File: src/rtl/z80_loader_if.sv
// Serial-receive, core and RAM bus signals seen by the z80 boot loader.
// The loader is the slave side; the environment (receiver, core, RAM) is the master.
interface z80_loader_if;
    logic [7:0]  rx_byte;
    logic        rx_ready;
    logic [15:0] cpu_address;
    logic        cpu_we;
    logic [7:0]  cpu_data_o;
    logic [7:0]  cpu_data_i;
    logic [15:0] mem_address;
    logic        mem_we;
    logic [7:0]  mem_data_o;
    logic [7:0]  mem_data_i;
    logic        cpu_run;
    logic        ok;
    logic        err;

    modport slave (
        input  rx_byte, rx_ready, cpu_address, cpu_we, cpu_data_o, mem_data_i,
        output cpu_data_i, mem_address, mem_we, mem_data_o, cpu_run, ok, err
    );

    modport master (
        output rx_byte, rx_ready, cpu_address, cpu_we, cpu_data_o, mem_data_i,
        input  cpu_data_i, mem_address, mem_we, mem_data_o, cpu_run, ok, err
    );
endinterface

File: src/rtl/z80_loader.sv
// Boot loader and RAM bus owner in front of the z80 core: loads framed byte
// blocks into RAM while the core is stopped, then passes the bus through.
//
// state  | meaning
// IDLE   | waiting for the frame start byte
// CMD    | command byte expected
// AL/AH  | target address low/high byte
// LL/LH  | block length low/high byte
// DATA   | payload bytes, one RAM write each
// SUM    | checksum byte
module z80_loader #(
    parameter logic [7:0] SYNC  = 8'hA5,
    parameter logic [7:0] CMD_W = 8'h57,
    parameter logic [7:0] CMD_G = 8'h47,
    parameter logic [7:0] CMD_H = 8'h48
) (
    input  logic         clock,
    input  logic         reset_n,
    z80_loader_if.slave  bus
);
    typedef enum logic [2:0] {
        S_IDLE, S_CMD, S_AL, S_AH, S_LL, S_LH, S_DATA, S_SUM
    } state_t;

    state_t      state, state_nxt;
    logic        cpu_run, cpu_run_nxt;
    logic        ld_we, ld_we_nxt;
    logic [15:0] ld_addr, ld_addr_nxt;
    logic [7:0]  ld_data, ld_data_nxt;
    logic [15:0] ptr, ptr_nxt;
    logic [15:0] cnt, cnt_nxt;
    logic [7:0]  sum, sum_nxt;
    logic        ok, ok_nxt;
    logic        err, err_nxt;
    logic [7:0]  b;

    assign b = bus.rx_byte;

    always_ff @(posedge clock or negedge reset_n) begin
        if (!reset_n) begin
            state   <= S_IDLE;
            cpu_run <= 1'b0;
            ld_we   <= 1'b0;
            ld_addr <= 16'h0000;
            ld_data <= 8'h00;
            ptr     <= 16'h0000;
            cnt     <= 16'h0000;
            sum     <= 8'h00;
            ok      <= 1'b0;
            err     <= 1'b0;
        end else begin
            state   <= state_nxt;
            cpu_run <= cpu_run_nxt;
            ld_we   <= ld_we_nxt;
            ld_addr <= ld_addr_nxt;
            ld_data <= ld_data_nxt;
            ptr     <= ptr_nxt;
            cnt     <= cnt_nxt;
            sum     <= sum_nxt;
            ok      <= ok_nxt;
            err     <= err_nxt;
        end
    end

    always_comb begin
        state_nxt   = state;
        cpu_run_nxt = cpu_run;
        ld_we_nxt   = 1'b0;
        ld_addr_nxt = ld_addr;
        ld_data_nxt = ld_data;
        ptr_nxt     = ptr;
        cnt_nxt     = cnt;
        sum_nxt     = sum;
        ok_nxt      = 1'b0;
        err_nxt     = err;
        if (bus.rx_ready) begin
            case (state)
                S_IDLE: begin
                    if (b == SYNC) begin
                        state_nxt = S_CMD;
                        err_nxt   = 1'b0;
                    end
                end
                S_CMD: begin
                    state_nxt = S_IDLE;
                    // A write block is only legal while the loader owns the bus.
                    if (b == CMD_W && !cpu_run) state_nxt = S_AL;
                    else if (b == CMD_G)        cpu_run_nxt = 1'b1;
                    else if (b == CMD_H)        cpu_run_nxt = 1'b0;
                    else                        err_nxt = 1'b1;
                end
                S_AL: begin
                    ptr_nxt[7:0] = b;
                    state_nxt    = S_AH;
                end
                S_AH: begin
                    ptr_nxt[15:8] = b;
                    state_nxt     = S_LL;
                end
                S_LL: begin
                    cnt_nxt[7:0] = b;
                    state_nxt    = S_LH;
                end
                S_LH: begin
                    cnt_nxt   = {b, cnt[7:0]};
                    sum_nxt   = 8'h00;
                    state_nxt = ({b, cnt[7:0]} == 16'h0000) ? S_SUM : S_DATA;
                end
                S_DATA: begin
                    ld_addr_nxt = ptr;
                    ld_data_nxt = b;
                    ld_we_nxt   = 1'b1;
                    ptr_nxt     = ptr + 16'd1;
                    sum_nxt     = sum + b;
                    cnt_nxt     = cnt - 16'd1;
                    if (cnt == 16'd1) state_nxt = S_SUM;
                end
                S_SUM: begin
                    if (b == sum) ok_nxt  = 1'b1;
                    else          err_nxt = 1'b1;
                    state_nxt = S_IDLE;
                end
                default: state_nxt = S_IDLE;
            endcase
        end
    end

    assign bus.mem_address = cpu_run ? bus.cpu_address : ld_addr;
    assign bus.mem_we      = cpu_run ? bus.cpu_we      : ld_we;
    assign bus.mem_data_o  = cpu_run ? bus.cpu_data_o  : ld_data;
    assign bus.cpu_data_i  = bus.mem_data_i;
    assign bus.cpu_run     = cpu_run;
    assign bus.ok          = ok;
    assign bus.err         = err;
endmodule

File: src/flat_wrapper.sv
// flat-port wrapper written by rule: the top's interface ports become plain ports
module z80_loader_flat 
#(
    parameter logic [7:0] SYNC  = 8'hA5,
    parameter logic [7:0] CMD_W = 8'h57,
    parameter logic [7:0] CMD_G = 8'h47,
    parameter logic [7:0] CMD_H = 8'h48
)
  (clock, reset_n, bus_rx_byte, bus_rx_ready, bus_cpu_address, bus_cpu_we, bus_cpu_data_o, bus_mem_data_i, bus_cpu_data_i, bus_mem_address, bus_mem_we, bus_mem_data_o, bus_cpu_run, bus_ok, bus_err);
  z80_loader_if bus_i ();
  input  logic clock;
  input  logic reset_n;
  input wire logic [$bits(bus_i.rx_byte)-1:0] bus_rx_byte;
  input wire logic [$bits(bus_i.rx_ready)-1:0] bus_rx_ready;
  input wire logic [$bits(bus_i.cpu_address)-1:0] bus_cpu_address;
  input wire logic [$bits(bus_i.cpu_we)-1:0] bus_cpu_we;
  input wire logic [$bits(bus_i.cpu_data_o)-1:0] bus_cpu_data_o;
  input wire logic [$bits(bus_i.mem_data_i)-1:0] bus_mem_data_i;
  output wire logic [$bits(bus_i.cpu_data_i)-1:0] bus_cpu_data_i;
  output wire logic [$bits(bus_i.mem_address)-1:0] bus_mem_address;
  output wire logic [$bits(bus_i.mem_we)-1:0] bus_mem_we;
  output wire logic [$bits(bus_i.mem_data_o)-1:0] bus_mem_data_o;
  output wire logic [$bits(bus_i.cpu_run)-1:0] bus_cpu_run;
  output wire logic [$bits(bus_i.ok)-1:0] bus_ok;
  output wire logic [$bits(bus_i.err)-1:0] bus_err;
  assign bus_i.rx_byte = bus_rx_byte;
  assign bus_i.rx_ready = bus_rx_ready;
  assign bus_i.cpu_address = bus_cpu_address;
  assign bus_i.cpu_we = bus_cpu_we;
  assign bus_i.cpu_data_o = bus_cpu_data_o;
  assign bus_i.mem_data_i = bus_mem_data_i;
  assign bus_cpu_data_i = bus_i.cpu_data_i;
  assign bus_mem_address = bus_i.mem_address;
  assign bus_mem_we = bus_i.mem_we;
  assign bus_mem_data_o = bus_i.mem_data_o;
  assign bus_cpu_run = bus_i.cpu_run;
  assign bus_ok = bus_i.ok;
  assign bus_err = bus_i.err;
  z80_loader #(.SYNC(SYNC), .CMD_W(CMD_W), .CMD_G(CMD_G), .CMD_H(CMD_H)) u_core (.clock(clock), .reset_n(reset_n), .bus(bus_i));
endmodule
File: config.mk
export PLATFORM = sky130hd
export DESIGN_NAME = z80_loader_flat
export DESIGN_NICKNAME = d
export VERILOG_FILES = /design/src/rtl/z80_loader_if.sv /design/src/rtl/z80_loader.sv /design/src/flat_wrapper.sv
export SDC_FILE = /design/constraint.sdc
export NUM_CORES = 1
export LEC_CHECK = 0
export CAP_MARGIN = 20
export CORE_MARGIN = 2
export CORE_UTILIZATION = 55
export CTS_CLUSTER_SIZE = 40
export DETAILED_ROUTE_END_ITERATION = 8
export PLACE_DENSITY_LB_ADDON = 0.05
export RECOVER_POWER = 100
export SLEW_MARGIN = 20
export SYNTH_ARGS = -nofsm -noshare
export SYNTH_HDL_FRONTEND = slang
export SYNTH_SLANG_ARGS = --single-unit
File: constraint.sdc
create_clock -name clock -period 5.7 [get_ports clock]
set_input_delay 1.14 -clock clock [delete_from_list [all_inputs] [get_ports clock]]
set_output_delay 1.14 -clock clock [all_outputs]
set_load 0.02 [all_outputs]
==> flow_summary.ini <==
[place]
place_area_mm2 = 0.004893
place_congestion = 0.8454
hpwlAfterDp_mm = 7.004
port_buffers = 63
dp_slack_ns = 2.200
place_inst = 612

[sta]
clock_skew_ns = 0.007451
rsz0062_at_grt = false
period_share_pct = 72.60
setup_viol = 0
final_max_slew_viol_count = 37
finalWorstSetupSlack_ns = 1.562
tightest_slew_ns = 1.650
period_minus_slack_ns = 4.138
relSlewSlack_pct = -9.999
max_freq_mhz = 241.7
report.final.hold_viol_count = 0
finalSetupTns_ns = 0

[clock_tree]
ctsResizeCount = 0
clockRootBuffer = clkbuf_8
clock_sinks = 71
post-cts-setup-buffer-count = 0
hold_buffers = 0
clockBufferDepth = 2
h-tree-depth = 3
worstSkewPairLatency_ns = 0.35
path_clk_slew_ns = 0.07
tritoncts = yes
numCtsBuffers = 9

[outcome]
outcome = finished, violations left
failed_checks = max-capacitance violations, max-slew violations

[route]
viasPerCell = 5.941
drtIter0Drc = 313
vias = 3731
wl_per_cell_um = 16.34
wl_mm = 10.26
first_pass_iters = 4
drcViolationCount = 0
ant_nets = 0

[critical_path]
criticalPathCategory = input port to flip-flop
critPathArrivalTime_ns = 4.38
path_buf_inv = 3
end_kind = flip-flop
slowest_stage = clkbuf_1
r2r_slack_ns = 2.20
start_kind = input port
cp_max_fo = 36
slowest_delay_ns = 1.18
cpLargestDelayFamily = buffers and inverters
crit_required_ns = 5.94
path_cells = dlygate4sd3_1, nand2_1, clkbuf_1, inv_2, a32o_1, a31oi_1, nand3_1

[final_layout]
multi_input_area_mm2 = 0.002290
areaGrowthSynthToFinish_pct = 19.21
drive_gt1_share_pct = 9.696
nNetsFinal = 578
regArea_mm2 = 0.001777
fillers = 642
final_area_mm2 = 0.005110
layout_common_cells = nand2_1 (100), dfrtp_1 (71), nor2_1 (32), clkdlybuf4s50_1 (32), dlygate4sd3_1 (30)
final_common_cell = nand2_1
final_cells = 628
diodes = 0

[min_path]
hp-class = flip-flop to flip-flop

[grt]
first_global_vias = 3598
overflow = 0
antenna_found_initial = 0
grt_use_total_pct = 25.93
gr-usage-met2_pct = 41.24
grt_max_degree = 72
grt_pass1_wl_mm = 17.46
grtUsageMet3_pct = 4.191
use_met1_pct = 35.65
grt.busiest_layer = met2

[power_and_ir_drop]
p_sw_w = 0.0003663
powerDensity_mw_per_mm2 = 250.9
p_leak_nw = 2.390
ir_worst_vdd_mv = 0.1650
p_int_w = 0.0009157
total_power_w = 0.001282
p_sw_share_pct = 28.57
p_seq_share_pct = 45.4
combPwrFrac_pct = 20.2
p_clk_share_pct = 34.4

[floorplanning]
pin_count = 80
die_h_um = 92.28
num_rows = 32
start_util_pct = 56.05
dieArea_mm2 = 0.008516
die_w_um = 92.28
core_area_mm2 = 0.007647

[job]
maxCapViolations = 1

[logic_synthesis]
syn_avg_cell_area_um2 = 8.968
async_reset_ff_share_pct = 100.0
synth_top_area_share_pct = 41.45
netlist_area_mm2 = 0.004287
synth_ff_type = dfrtp_1
synth_area_leader_cell = dfrtp_1
synth-edff-count = 0
synth_area_leaders = dfrtp_1 (41%), nand2_1 (8.8%), mux2_2 (6.8%), a21oi_1 (3.4%), o22a_1 (3.3%)
netlist_instances = 478
yosysUniqueCellTypes = 60
synth_warnings = 0
syn-num-nets = 534
synth_seq_cells = 71
ys_seq_area_share_pct = 41.45
==> stage by stage <==
| step | hold slack (ns) | utilization [%] |
|---|---|---|
| floorplan | 0.4417 | - |
| global placement | 0.4567 | 63.99 |
| detailed placement | 0.4616 | 63.99 |
| CTS | 0.4798 | 66.75 |
| global route | 0.4972 | 66.82 |
| finish | 0.4730 | 66.82 |
==> flip-flops by register name, summed over array words and instances (netlist names) <==
register            count
u_core.ld_addr         16
u_core.bus.err          1
u_core.bus.cpu_run      1
u_core.bus.ok           1
u_core.ld_we            1
u_core.state            3
u_core.sum              8
u_core.ld_data          8
u_core.cnt             16
u_core.ptr             16
==> metal layers <==
metal / part of all wire (%) / vias to the layer above / wire [um]
met5: 0 / - / 0
met4: 1.7 / 0 / 178
met3: 5.3 / 17 / 544
met2: 47 / 102 / 4867
met1: 46 / 1800 / 4671
li1: - / 1812 / -
==> path summary, 6_finish.rpt <==
| kind | from | end | cells past startpoint |
|---|---|---|---|
| max in group asynchronous | reset_n | u_core.ld_addr[10]$_DFFE_PN0P_ | 2 |
| min in group asynchronous | reset_n | u_core.ld_we$_DFF_PN0_ | 2 |
| hold reg to reg | u_core.ld_addr[5]$_DFFE_PN0P_ | u_core.ld_addr[5]$_DFFE_PN0P_ | 2 |
| hold / removal | u_core.ld_addr[5]$_DFFE_PN0P_ | u_core.ld_addr[5]$_DFFE_PN0P_ | 2 |
| setup reg to reg | u_core.state[0]$_DFFE_PN0P_ | u_core.sum[6]$_DFFE_PN0P_ | 7 |
| setup / recovery | bus_rx_ready | u_core.sum[6]$_DFFE_PN0P_ | 7 |
==> power by group through the flow <==
| stage | combinational (W) | clock (W) | sequential (W) |
|---|---|---|---|
| after global placement | 0.000264 | 0 | 0.000590 |
| after floorplan | 0.000189 | 0 | 0.000567 |
| after CTS | 0.000272 | 0.000449 | 0.000582 |
| after detailed placement | 0.000270 | 0 | 0.000592 |
| after global routing | 0.000283 | 0.000472 | 0.000589 |
| final | 0.000259 | 0.000441 | 0.000583 |
==> worst min-delay path, stage by stage, from the launching register on <==
cell     delay, ns
dfrtp_1       0.34
nand2_1       0.05
nand2_1       0.05
==> final cells by class <==
cell class / count / share of cell area [%]
sequential: 71 / 34.77
timing repair buffer: 67 / 12.90
inverter: 12 / 0.8815
clock inverter: 4 / 1.371
clock buffer: 11 / 2.767
multi-input combinational: 361 / 44.81
tap: 102 / 2.498
==> Yosys cell counts (3+ instances only) <==
cell type	count
nand3_1	14
o22a_1	16
and3_1	5
buf_4	8
nand4_1	4
mux2i_1	4
a41oi_1	5
a21oi_1	29
clkbuf_1	13
nor4_1	5
nor2_1	32
a31oi_1	8
nor3_1	10
a22o_1	4
buf_1	4
o21a_1	3
mux2_2	26
o21ai_0	20
ha_1	11
nand2_1	100
a211o_1	4
dfrtp_1	71
a21o_1	4
xnor2_1	5
o221ai_1	4
buf_2	9
xor2_1	4
nand4b_1	4
inv_1	11
==> kinds of logic (layout without fill, tap and decap cells) <==
| group | Yosys count | in the layout | share of synthesized area [%] |
|---|---|---|---|
| compound gates | 118 | 118 | 19.03 |
| buf+inv | 46 | 94 | 4.991 |
| mux | 31 | 31 | 8.027 |
| xor+xnor | 9 | 9 | 1.839 |
| simple gates | 191 | 191 | 20.99 |
| flops | 71 | 71 | 41.45 |
| fa+ha+maj | 12 | 12 | 3.678 |
Note: power is estimated with default switching activity, not from simulation.
